--- config.mk ---
export PLATFORM = sky130hd
export DESIGN_NAME = cpu_ctrl_ws
export DESIGN_NICKNAME = d
export VERILOG_FILES = /design/src/rtl/cpu_pkg.sv /design/src/rtl/cpu_wait_ctr.sv /design/src/rtl/cpu_ctrl_ws.sv
export SDC_FILE = /design/constraint.sdc
export NUM_CORES = 1
export LEC_CHECK = 0
export CAP_MARGIN = 20
export CORE_MARGIN = 4
export CORE_UTILIZATION = 53
export CTS_CLUSTER_DIAMETER = 200
export DETAILED_ROUTE_END_ITERATION = 12
export GPL_TIMING_DRIVEN = 0
export MAX_ROUTING_LAYER = met4
export PLACE_DENSITY = 0.86
export SLEW_MARGIN = 25
export SYNTH_ARGS = -nofsm -noshare
export SYNTH_HDL_FRONTEND = slang
export SYNTH_HIERARCHICAL = 1
export SYNTH_SLANG_ARGS = --single-unit
--- constraint.sdc ---
create_clock -name clk -period 5.7 [get_ports clk]
set_input_delay 0.57 -clock clk [delete_from_list [all_inputs] [get_ports clk]]
set_output_delay 0.57 -clock clk [all_outputs]
set_load 0.05 [all_outputs]
--- src/rtl/cpu_pkg.sv ---
// Shared opcode, state and fetch encodings for the cpu_ctrl_ws multicycle controller.
package cpu_pkg;

    localparam logic [3:0] OP_NOP = 4'h0;
    localparam logic [3:0] OP_LDO = 4'h1;
    localparam logic [3:0] OP_LDA = 4'h2;
    localparam logic [3:0] OP_LDR = 4'h3;
    localparam logic [3:0] OP_PRE = 4'h4;
    localparam logic [3:0] OP_STO = 4'h5;
    localparam logic [3:0] OP_ADD = 4'h6;
    localparam logic [3:0] OP_SHL = 4'h7;
    localparam logic [3:0] OP_SHR = 4'h8;
    localparam logic [3:0] OP_SAR = 4'h9;
    localparam logic [3:0] OP_INV = 4'hA;
    localparam logic [3:0] OP_AND = 4'hB;
    localparam logic [3:0] OP_OR  = 4'hC;
    localparam logic [3:0] OP_XOR = 4'hD;
    localparam logic [3:0] OP_JMP = 4'hE;
    localparam logic [3:0] OP_HLT = 4'hF;

    localparam logic [1:0] FETCH_NONE = 2'b00;
    localparam logic [1:0] FETCH_IR   = 2'b01;
    localparam logic [1:0] FETCH_OPND = 2'b10;

    typedef enum logic [3:0] {
        S_IDLE   = 4'h0,
        S_FETCH  = 4'h1,
        S_DECODE = 4'h2,
        S_OPND   = 4'h3,
        S_MEM_RD = 4'h4,
        S_ST_RD  = 4'h5,
        S_ST_WR  = 4'h6,
        S_JUMP   = 4'h7,
        S_EXEC   = 4'h8,
        S_WB_ACC = 4'h9,
        S_HALT   = 4'hA,
        S_PAUSE  = 4'hB
    } state_t;

    // Long ops carry an operand byte and so need the OPND fetch.
    function automatic logic is_long(input logic [3:0] op);
        return (op == OP_LDO) || (op == OP_LDA) || (op == OP_STO) || (op == OP_JMP);
    endfunction

endpackage

--- src/rtl/cpu_wait_ctr.sv ---
// Memory wait-state counter shared by every memory state of cpu_ctrl_ws.
module cpu_wait_ctr #(
    parameter int WS_W = 4
) (
    input  logic            clk,
    input  logic            rst,
    input  logic            load,
    input  logic [WS_W-1:0] load_val,
    input  logic            rdy,
    output logic            done
);

    logic [WS_W-1:0] cnt;

    always_ff @(posedge clk or posedge rst) begin
        if (rst) begin
            cnt <= '0;
        end else if (load) begin
            cnt <= load_val;
        end else if (cnt != '0) begin
            cnt <= cnt - 1'b1;
        end
    end

    // A ready seen before the count expires is deliberately not remembered.
    assign done = (cnt == '0) && rdy;

endmodule

--- src/rtl/cpu_ctrl_ws.sv ---
// Multicycle control FSM with memory wait states; define CPU_CTRL_DEBUG_STEP_EN
// to add the dbg_halt/dbg_step single-step ports and the PAUSE state.
module cpu_ctrl_ws
    import cpu_pkg::*;
#(
    parameter int OP_W   = 4,
    parameter int WS_W   = 4,
    parameter int ROM_WS = 0,
    parameter int RAM_WS = 0
) (
    input  logic            clk,
    input  logic            rst,
    input  logic [OP_W-1:0] ins,
    input  logic            rom_rdy,
    input  logic            ram_rdy,
`ifdef CPU_CTRL_DEBUG_STEP_EN
    input  logic            dbg_halt,
    input  logic            dbg_step,
`endif
    output logic            write_r,
    output logic            read_r,
    output logic            pc_en,
    output logic            pc_chg_en,
    output logic [1:0]      fetch,
    output logic            ac_ena,
    output logic            rom_ena,
    output logic            rom_read,
    output logic            ram_ena,
    output logic            ram_read,
    output logic            ram_write,
    output logic            ad_sel,
    output logic            halted,
    output logic [3:0]      state_o
);

    localparam logic [WS_W-1:0] ROM_CNT = WS_W'(ROM_WS);
    localparam logic [WS_W-1:0] RAM_CNT = WS_W'(RAM_WS);

    state_t      state;
    state_t      nxt;
    logic [3:0]  op_q;
    logic [3:0]  ins_op;
    logic        use_ram;
    logic        wait_rdy;
    logic        done;
    logic        ctr_load;
    logic [WS_W-1:0] ctr_val;

    // Opcodes wider than the defined set behave as a plain ALU op.
    assign ins_op   = ((ins >> 4) == '0) ? ins[3:0] : OP_ADD;
    assign use_ram  = (state == S_ST_WR) || ((state == S_MEM_RD) && (op_q != OP_LDO));
    assign wait_rdy = use_ram ? ram_rdy : rom_rdy;
    assign state_o  = state;

    always_ff @(posedge clk or posedge rst) begin
        if (rst) begin
            state <= S_IDLE;
            op_q  <= OP_NOP;
        end else begin
            state <= nxt;
            if (state == S_DECODE) begin
                op_q <= ins_op;
            end
        end
    end

    always_comb begin
        nxt       = state;
        write_r   = 1'b0;
        read_r    = 1'b0;
        pc_en     = 1'b0;
        pc_chg_en = 1'b0;
        fetch     = FETCH_NONE;
        ac_ena    = 1'b0;
        rom_ena   = 1'b0;
        rom_read  = 1'b0;
        ram_ena   = 1'b0;
        ram_read  = 1'b0;
        ram_write = 1'b0;
        ad_sel    = 1'b0;
        halted    = 1'b0;
        case (state)
            S_IDLE: nxt = S_FETCH;
            S_FETCH: begin
                rom_ena  = 1'b1;
                rom_read = 1'b1;
                fetch    = FETCH_IR;
                if (done) nxt = S_DECODE;
            end
            S_DECODE: begin
                pc_en    = 1'b1;
                rom_ena  = 1'b1;
                rom_read = 1'b1;
                if (ins_op == OP_NOP)      nxt = S_FETCH;
                else if (ins_op == OP_HLT) nxt = S_HALT;
                else if (ins_op == OP_LDR) nxt = S_WB_ACC;
                else if (is_long(ins_op))  nxt = S_OPND;
                else                       nxt = S_EXEC;
            end
            S_OPND: begin
                rom_ena  = 1'b1;
                rom_read = 1'b1;
                fetch    = FETCH_OPND;
                if (done) begin
                    pc_en = 1'b1;
                    if ((op_q == OP_LDO) || (op_q == OP_LDA)) nxt = S_MEM_RD;
                    else if (op_q == OP_STO)                  nxt = S_ST_RD;
                    else                                      nxt = S_JUMP;
                end
            end
            S_MEM_RD: begin
                write_r = 1'b1;
                ad_sel  = 1'b1;
                if (op_q == OP_LDO) begin
                    rom_ena  = 1'b1;
                    rom_read = 1'b1;
                end else begin
                    ram_ena  = 1'b1;
                    ram_read = 1'b1;
                end
                if (done) nxt = S_FETCH;
            end
            S_ST_RD: begin
                read_r = 1'b1;
                nxt    = S_ST_WR;
            end
            S_ST_WR: begin
                read_r    = 1'b1;
                ram_ena   = 1'b1;
                ram_write = 1'b1;
                ad_sel    = 1'b1;
                if (done) nxt = S_FETCH;
            end
            S_JUMP: begin
                pc_chg_en = 1'b1;
                nxt       = S_FETCH;
            end
            S_EXEC: begin
                read_r = 1'b1;
                ac_ena = 1'b1;
                nxt    = S_FETCH;
            end
            S_WB_ACC: begin
                write_r = 1'b1;
                ac_ena  = 1'b1;
                nxt     = S_FETCH;
            end
            S_HALT: halted = 1'b1;
`ifdef CPU_CTRL_DEBUG_STEP_EN
            S_PAUSE: begin
                if (dbg_step || !dbg_halt) nxt = S_FETCH;
            end
`endif
            default: nxt = S_IDLE;
        endcase
`ifdef CPU_CTRL_DEBUG_STEP_EN
        // Divert every fresh entry into FETCH, but let PAUSE release one instruction.
        if ((nxt == S_FETCH) && (state != S_FETCH) && (state != S_PAUSE) && dbg_halt) begin
            nxt = S_PAUSE;
        end
`endif
    end

    // The counter is reloaded only when a memory state is newly entered.
    always_comb begin
        ctr_load = 1'b0;
        ctr_val  = '0;
        if (nxt != state) begin
            case (nxt)
                S_FETCH, S_OPND: begin
                    ctr_load = 1'b1;
                    ctr_val  = ROM_CNT;
                end
                S_MEM_RD: begin
                    ctr_load = 1'b1;
                    ctr_val  = (op_q == OP_LDO) ? ROM_CNT : RAM_CNT;
                end
                S_ST_WR: begin
                    ctr_load = 1'b1;
                    ctr_val  = RAM_CNT;
                end
                default: ;
            endcase
        end
    end

    cpu_wait_ctr #(
        .WS_W(WS_W)
    ) u_wait_ctr (
        .clk      (clk),
        .rst      (rst),
        .load     (ctr_load),
        .load_val (ctr_val),
        .rdy      (wait_rdy),
        .done     (done)
    );

endmodule
# Word-level counts from Yosys, hierarchy flattened
# Cells that the tools add are included.
[word_totals]
regBits = 12
wordCells = 78
latch_bits = 0
rom_bits = 0
ramBits = 0
inputBits = 8
mem_count = 0
[classes]
n_reduce_logical = 19
n_mul = 0
add_sub_neg = 1
bitwise = 0
magnitude_cmp = 0
shifts = 0
muxes = 30
n_eq_ne = 25
n_div = 0
[ops]
columns = ["cell", "count"]
rows = [
  ["4-bit 2-to-1 mux", 9],
  ["4-bit by 3-bit == test with 1-bit output, second input constant", 8],
  ["4-bit one-hot mux with 7 select lines", 1],
  ["4-bit by 2-bit == test with 1-bit output, second input constant", 6],
  ["4-bit == test, second input constant", 5],
  ["4-bit by 1-bit == test with 1-bit output, second input constant", 4],
  ["1-bit 2-to-1 mux", 14],
  ["4-bit logical NOT", 3],
  ["4-bit OR reduction", 2],
  ["1-bit one-hot mux with 2 select lines", 3],
  ["2-bit OR reduction", 3],
  ["3-bit OR reduction", 2],
  ["1-bit logical OR", 5],
  ["2-bit 2-to-1 mux", 2],
  ["4-bit by 1-bit inequality test with 1-bit output, second input constant", 1],
  ["4-bit inequality test", 1],
  ["2-bit one-hot mux with 2 select lines", 1],
  ["4-bit nonzero test", 1],
  ["4-bit by 1-bit subtractor with 4-bit output, second input constant", 1],
  ["1-bit logical AND", 2],
  ["2-bit nonzero test", 1],
]

# Logic depth before layout (Yosys ltp)
# Gate-level depths: netlist of the first run.
[logic_depth]
depth_word = 14
ltp_mapped = 16

# Hierarchy
# Netlist of the first run, hierarchy kept.
[modules_own_cells]
columns = ["module", "n_inst", "cells_each", "area_per_inst_um2"]
rows = [
  ["cpu_ctrl_ws", 1, 95, 820.8],
  ["cpu_wait_ctr", 1, 28, 272.8],
]

# Worst setup path before layout of the first run
# No wires, ideal clock.
[synth_timing]
kind = "register -> register"
from = "register state[3], in the netlist state_o[3]"
to = "register u_wait_ctr.cnt[3]"
arrival_time_ns = 4.298
setup_time_ns = 0.126
period_less_slack_ns = 4.424
path_slack_ns = 1.276
path_stages_with_launch = 16
t_required_ns = 5.574
cell_sequence = "dfrtp_1 -> buf_6 -> nand2b_1 -> nor3_2 -> or2_1 -> mux2_2 -> and2_1 -> clkbuf_8 -> nand2_1 -> nor2_1 -> o32a_2 -> a211o_2 -> o22ai_1 -> clkbuf_2 -> nor3_1 -> a221o_1"
[synth_between]
elab_chain_cells = 12
elab_cells_between_ends = 31
cone_classes = "eq/ne (15); mux (8); reduce/logical (8)"
[synth_lines]
columns = ["item", "line_no", "text"]
rows = [
  ["start, declared", "cpu_ctrl_ws.sv:39", "state_t state;"],
  ["start signal, assigned", "cpu_ctrl_ws.sv:60", "state <= nxt;"],
  ["4-bit by 3-bit == test with 1-bit output", "cpu_ctrl_ws.sv:51", "assign use_ram = (state == S_ST_WR) || ((state == S_MEM_RD) && (op_q != OP_LDO));"],
  ["1-bit logical AND", "cpu_ctrl_ws.sv:51", ""],
  ["1-bit logical OR (*)", "cpu_ctrl_ws.sv:51", ""],
  ["1-bit 2-to-1 mux (*)", "cpu_ctrl_ws.sv:52", "assign wait_rdy = use_ram ? ram_rdy : rom_rdy;"],
  ["via wait_rdy", "cpu_ctrl_ws.sv:44", "logic wait_rdy;"],
  ["1-bit logical AND (*)", "cpu_wait_ctr.sv:26", "assign done = (cnt == '0) && rdy;"],
  ["via done", "cpu_ctrl_ws.sv:45", "logic done;"],
  ["4-bit 2-to-1 mux, on equally long branches", "--", ""],
  ["4-bit one-hot mux with 7 select lines (*)", "cpu_ctrl_ws.sv:82", "case (state)"],
  ["4-bit by 3-bit == test with 1-bit output, or another cell as far along", "cpu_ctrl_ws.sv:169", "case (nxt)"],
  ["4-bit OR reduction (no source line)", "--", ""],
  ["1-bit 2-to-1 mux", "cpu_ctrl_ws.sv:169", ""],
  ["1-bit 2-to-1 mux (*)", "cpu_ctrl_ws.sv:168", "if (nxt != state) begin"],
  ["via ctr_load", "cpu_ctrl_ws.sv:46", "logic ctr_load;"],
  ["4-bit 2-to-1 mux / 2-bit nonzero test (equally long branches)", "--", ""],
  ["end signal, assigned", "cpu_wait_ctr.sv:19", "cnt <= load_val;"],
  ["end signal, assigned", "cpu_wait_ctr.sv:21", "cnt <= cnt - 1'b1;"],
  ["end, declared", "cpu_wait_ctr.sv:13", "logic [WS_W-1:0] cnt;"],
]
# Mark *: on every way through the listed nets, which the timed path passes. The rest lies on a longest branch.
# A chain may end at the register's enable or synchronous reset.

# Worst setup path in the final report of the first run
[layout_timing]
from = "register state[3], in the netlist state_o[3]"
to = "output pc_en"
[layout_between]
elab_chain_cells = 7
elab_cells_between_ends = 10
cone_classes = "eq/ne (4); mux (3); reduce/logical (3)"
[layout_lines]
columns = ["item", "line_no", "text"]
rows = [
  ["4-bit by 3-bit == test with 1-bit output", "cpu_ctrl_ws.sv:51", ""],
  ["1-bit logical AND", "cpu_ctrl_ws.sv:51", ""],
  ["1-bit logical OR (*)", "cpu_ctrl_ws.sv:51", ""],
  ["1-bit 2-to-1 mux (*)", "cpu_ctrl_ws.sv:52", ""],
  ["via wait_rdy", "cpu_ctrl_ws.sv:44", ""],
  ["1-bit logical AND (*)", "cpu_wait_ctr.sv:26", ""],
  ["via done", "cpu_ctrl_ws.sv:45", ""],
  ["1-bit 2-to-1 mux (*)", "cpu_ctrl_ws.sv:104", "if (done) begin"],
  ["1-bit one-hot mux with 2 select lines (*)", "cpu_ctrl_ws.sv:82", ""],
  ["end, declared", "cpu_ctrl_ws.sv:22", "output logic pc_en,"],
]
# Marks and branches as above.

==> results.cfg, run 1 <==
[floorplan]
die_height_um = 53.4
rows = 16
pin_count = 26
start_util = 0.557
coreArea_um2 = 1960
dieArea_um2 = 2850
die_x_um = 53.4

[synthesis]
async_reset_ff_frac = 1.00
synth_cells = 123
syn_area_per_cell_um2 = 8.89
yosysSeqAreaShare = 0.275
ys.flop_type = dfrtp_1
ys_warn_count = 6
synth_edf_count = 0
yosys.area.top_type = dfrtp_1
ys_top_cells_by_area = dfrtp_1 27%, mux2_2 4.1%, nor2_1 4.1%
ys_seq_elements = 12
netlist_area_um2 = 1090
yosysUniqueCellTypes = 53
synth_top_area_frac = 0.275

[setup_path]
arrival_ns = 3.00
timing.rr.start = state_o[3]
crit_required_ns = 5.13
crit_path_max_fanout = 10
cp-end-kind = output port
cp-start-kind = register
worstSetupPathType = reg -> out
startpoint = state_o[3]
reg2regPathDepth = 15

[clock_tree]
htreeDepth = 1
hold_buffers = 0
postCtsSetupBuffers = 0
cts_resized = 0
cts_inserted_buffers = 3
clk_latency_ns = 0.27
ctsLongestPathBuffers = 2
clock-root-buffer = clkbuf_4
cts.sinks = 12
cts_tree = built
clk_pin_slew_ns = 0.07

[placed_design]
place_congestion = 0.910
placed_area_um2 = 1390
port-buffer-count = 25
dp_hpwl_um = 1990

[power]
p_sw_uw = 413
p_comb_frac = 0.720
leakagePower_nw = 0.593
power.density_nw_per_um2 = 580
internal-power_uw = 413
sw_frac_of_total = 0.500
power_frac_seq = 0.199
vdd_drop_max_uv = 345
power.share.clock = 0.081

[cells_and_area]
multi_input_area_um2 = 691
final_common_cell = clkdlybuf4s50_1
area_delta_synth_final_pct = 30.3
mostFrequentLayoutCells = 25 x clkdlybuf4s50_1, 12 x nor2_1, 12 x dfrtp_1, 10 x nand2_1, 7 x nand2b_1
regArea_um2 = 300
n_fill_cell = 174
drive_above_1_share = 0.206
nNetsFinal = 166
final_cell_area_um2 = 1430
diodes = 0

[global_route]
grt_start_max_net_pins = 11
grt_pass1_vias = 1007
grt_overflow = 0
grt_pass1_wl_um = 4220
antenna_found_initial = 0
track_usage = 0.206

[routing]
wl_per_cell_um = 13.9
routed_wl_um = 2530
drtPass1Iterations = 4
viasPerCell = 5.61
drt_iter0_markers = 16
num_vias = 1021
route.detailed.drc = 0
drtAntennaViolNets = 0

[timing]
setup_viol = 0
finalCriticalPeriod_ns = 3.57
relSlewSlack = 0.661
finClkSkew_ns = 0.00360
rsz0062_at_grt = no
slew_violations = 0
clock.fmax_ghz = 0.280
worst_pin_slew_ns = 0.507
final.period_utilization = 0.627
final_hold_viol_count = 0
final.setup.tns_ns = 0

[hold_path]
hold_path_class = in -> async

[job]
maxCapViolCount = 0

[run_status]
status = complete, no violations
## layer usage
| metal | wire, um | GRT usage |
|---|---|---|
| met1 | 1100 | 0.240 |
| met2 | 1250 | 0.343 |
| met3 | 122 | 0.0141 |
| met4 | 51 | 0.128 |
| met5 | 0 | - |
## synthesized netlist by cell type (2+ instances only)
master,n
o2111ai_1,2
nand4_1,2
nor2_1,12
o21ai_0,5
mux2_2,4
o22ai_1,2
nand3_1,2
buf_4,2
nor3b_1,3
a21oi_1,4
buf_6,3
nor3_1,5
nand2b_1,7
nand2_1,10
dfrtp_1,12
or2b_2,2
and2_1,2
inv_1,6
ha_1,2
xnor2_1,3
## metrics by stage
stage                     hold slack [ns]  utilization  setup slack (ns)  instances  total power [mW]
after CTS                           0.496        0.726              2.11        182             0.825
final                               0.501        0.726              2.13        182             0.826
after global routing                0.497        0.726              1.98        182             0.879
after global placement              0.525        0.708              2.34        178             0.732
after detailed placement            0.547        0.708              2.27        178             0.751
after floorplan                     0.336            -              1.28        126             0.613
## worst max-delay path: stages, from the launching register on
cell             delay [ns]
dfrtp_1                0.39
buf_6                  0.14
nand2b_1               0.27
nor3_2                 0.24
or2_1                  0.15
mux2_2                 0.33
and2_1                 0.14
clkbuf_8               0.16
o21ai_0                0.15
nor2_1                 0.06
clkdlybuf4s50_1        0.70
## state kept, by name (all words and copies together) (netlist names)
name	flops
state_o	4
u_wait_ctr/cnt	4
op_q	4
## cell families (layout without fill, tap and decap cells)
kind of cell | after synthesis | after routing | synth area share
simple gates | 55 | 55 | 0.308
compound gates | 27 | 27 | 0.191
buf+inv | 16 | 45 | 0.104
flops | 12 | 12 | 0.275
mux | 6 | 6 | 0.0641
xor+xnor | 4 | 4 | 0.0320
fa+ha+maj | 2 | 2 | 0.0229
other cells | 1 | 4 | 0.00343
## area by class of cell
| cell class | count | share of cell area |
|---|---|---|
| buffer | 9 | 0.0615 |
| clock buffer | 4 | 0.0255 |
| inverter | 7 | 0.0184 |
| multi-input combinational | 98 | 0.485 |
| sequential | 12 | 0.211 |
| tap | 27 | 0.0237 |
| timing repair buffer | 25 | 0.176 |
## power by group through the flow
stage	clock network, mW	registers (mW)	logic, mW
2_1_floorplan	0	0.185	0.428
3_5_place_dp	0	0.165	0.587
3_3_place_gp	0	0.160	0.571
6_report	0.0672	0.164	0.595
5_1_grt	0.0750	0.168	0.636
4_1_cts	0.0703	0.163	0.591
## path summary, 6_finish.rpt
path,endpoint,slack (ns)
worst min-delay path,u_wait_ctr/cnt[3],0.50
min in group clk,op_q[2],0.56
worst min register to register,op_q[2],0.56
worst max-delay path,pc_en,2.13
max in group asynchronous,op_q[2],4.91
worst max register to register,u_wait_ctr/cnt[3],2.26
No activity file was read; power rests on OpenSTA's default activity.
==> run 2, diff against run 1 <==
- CORE_UTILIZATION: 53 -> 49
- PLACE_DENSITY: 0.86 -> 0.81
- clock period: 5.7 -> 3.3 ns (I/O delays scaled with it)
==> results.cfg, run 2 (synthesis gave the netlist of run 1 again) <==
[timing]
final_hold_viol_count = 0
rsz0062_at_grt = no
relSlewSlack = 0.658
worst_pin_slew_ns = 0.511
finalWorstSetupSlack_ns = 0.117
setup_viol = 0
final.period_utilization = 0.964
final.setup.tns_ns = 0
slew_violations = 0
finalCriticalPeriod_ns = 3.18
finClkSkew_ns = 0.00832
clock.fmax_ghz = 0.314

[setup_path]
crit_required_ns = 3.46
path_cells = and2b_2 > and2_4 > nor3_4 > or2_4 > mux2_4 > and2_4 > clkbuf_8 > nand2_2 > nor2_1 > o32a_2 > a211o_2 > o22ai_1 > buf_4 > nor3_2 > a221o_1
cpMostUsedCell = and2_4
arrival_ns = 3.34
crit_path_max_fanout = 10
critPathSlowestCell = dfrtp_1
cp-end-kind = register
slowest_delay_ns = 0.41
cp-start-kind = register
worstSetupPathType = reg -> reg

[placed_design]
port-buffer-count = 25
dp_hpwl_um = 2130
post-place-ws_ns = 0.00435
place_congestion = 0.839

[floorplan]
die_x_um = 55.2
dieArea_um2 = 3050
start_util = 0.536
pin_count = 26
rows = 16
die_height_um = 55.2
coreArea_um2 = 2040

[global_route]
grt_start_max_net_pins = 11
track_usage = 0.174
gr-max-usage-layer = met2
grt_use_met2 = 0.270
grt_overflow = 0
antenna_found_initial = 0
grt_pass1_vias = 959
use_met3 = 0.0233
grt_pass1_wl_um = 4280
use_met1 = 0.225

[power]
vdd_drop_max_uv = 554
power.share.clock = 0.059
p_comb_frac = 0.750
power.density_nw_per_um2 = 1010
sw_frac_of_total = 0.491
p_sw_uw = 746
leakagePower_nw = 0.616
internal-power_uw = 773
power_frac_seq = 0.191

[routing]
viasPerCell = 5.42
routed_wl_um = 2680
drt_iter0_markers = 33
route.detailed.drc = 0
num_vias = 1009
drtAntennaViolNets = 0
wl_per_cell_um = 14.4
drtPass1Iterations = 4

[cells_and_area]
regArea_um2 = 305
area_delta_synth_final_pct = 37.6
drive_above_1_share = 0.302
multi_input_area_um2 = 738
diodes = 0
mostFrequentLayoutCells = 25 x clkdlybuf4s50_1, 11 x nor2_1, 8 x nand2_1, 8 x dfrtp_1, 7 x buf_4
nNetsFinal = 170
final_common_cell = clkdlybuf4s50_1
n_fill_cell = 174

[clock_tree]
clock-root-buffer = clkbuf_4
clk_latency_ns = 0.27
cts.sinks = 12
htreeDepth = 1
cts_inserted_buffers = 3
ctsLongestPathBuffers = 2
clk_pin_slew_ns = 0.07
hold_buffers = 0
cts_tree = built

[hold_path]
hold_path_class = in -> async

[run_status]
status = complete, no violations

[job]
maxCapViolCount = 0
[run 2: cell types whose count changed in the layout (fill, tap and decap cells not counted), sizes merged]
cell,previous run,this run
clkbuf,6,5
buf,7,12
[run 2: routing by layer]
layer  vias up  wire [um]
li1        503          -
met1       457       1240
met2        47       1260
met3         2        164
met4         0         25
met5         -          0
[run 2: power by group through the flow]
stage	Combinational (mW)	Sequential [mW]	Clock [mW]
6_report	1.14	0.291	0.0893
3_3_place_gp	1.04	0.285	0
5_1_grt	1.21	0.299	0.103
3_5_place_dp	1.06	0.293	0
2_1_floorplan	0.784	0.326	0
4_1_cts	1.07	0.290	0.0962
[run 2: worst paths after layout]
path                              start                 to  slack, ns  cells after the start
worst max-delay path            op_q[1]  u_wait_ctr/cnt[3]       0.12                     15
worst min-delay path                rst  u_wait_ctr/cnt[0]       0.26                      2
worst max register to register  op_q[1]  u_wait_ctr/cnt[3]       0.12                     15
worst min register to register  op_q[2]            op_q[2]       0.56                      1
max in group asynchronous           rst         state_o[3]       2.72                      2
min in group clk                op_q[2]            op_q[2]       0.56                      1
[run 2: final cells by class]
class,count,share of cell area
Buffer,9,0.0599
Inverter,7,0.0208
Multi-Input combinational cell,98,0.490
Timing Repair Buffer,29,0.186
Tap cell,27,0.0224
Clock buffer,4,0.0175
Sequential cell,12,0.203
[run 2: per-stage QoR]
stage	utilization	total power [mW]	area [um^2]	hold WS (ns)	cells
4_1_cts	0.722	1.46	1480	0.253	182
5_1_grt	0.737	1.61	1510	0.252	186
6_report	0.737	1.52	1510	0.265	186
2_1_floorplan	-	1.11	1160	0.0961	126
3_5_place_dp	0.708	1.36	1450	0.554	178
3_3_place_gp	0.708	1.32	1450	0.525	178
[run 2: repair_timing]
item / 4_1_cts / 5_1_grt
setup buffers: 0 / 4
setup endpoints to repair: 1 / 2
resized for setup: 1 / 1
[run 2: worst max-delay path: cells and delay by family, from the launching register on]
family / cells / cell delay, ns
compound gates: 4 / 1.09
buf+inv: 2 / 0.32
simple gates: 8 / 0.96
flops: 1 / 0.41
mux: 1 / 0.30
==> run 3, diff against run 2 <==
- CTS_CLUSTER_DIAMETER: 200 -> 80
==> results of run 3 <==
Final layout, timing and power as in run 2 (identical DEF).
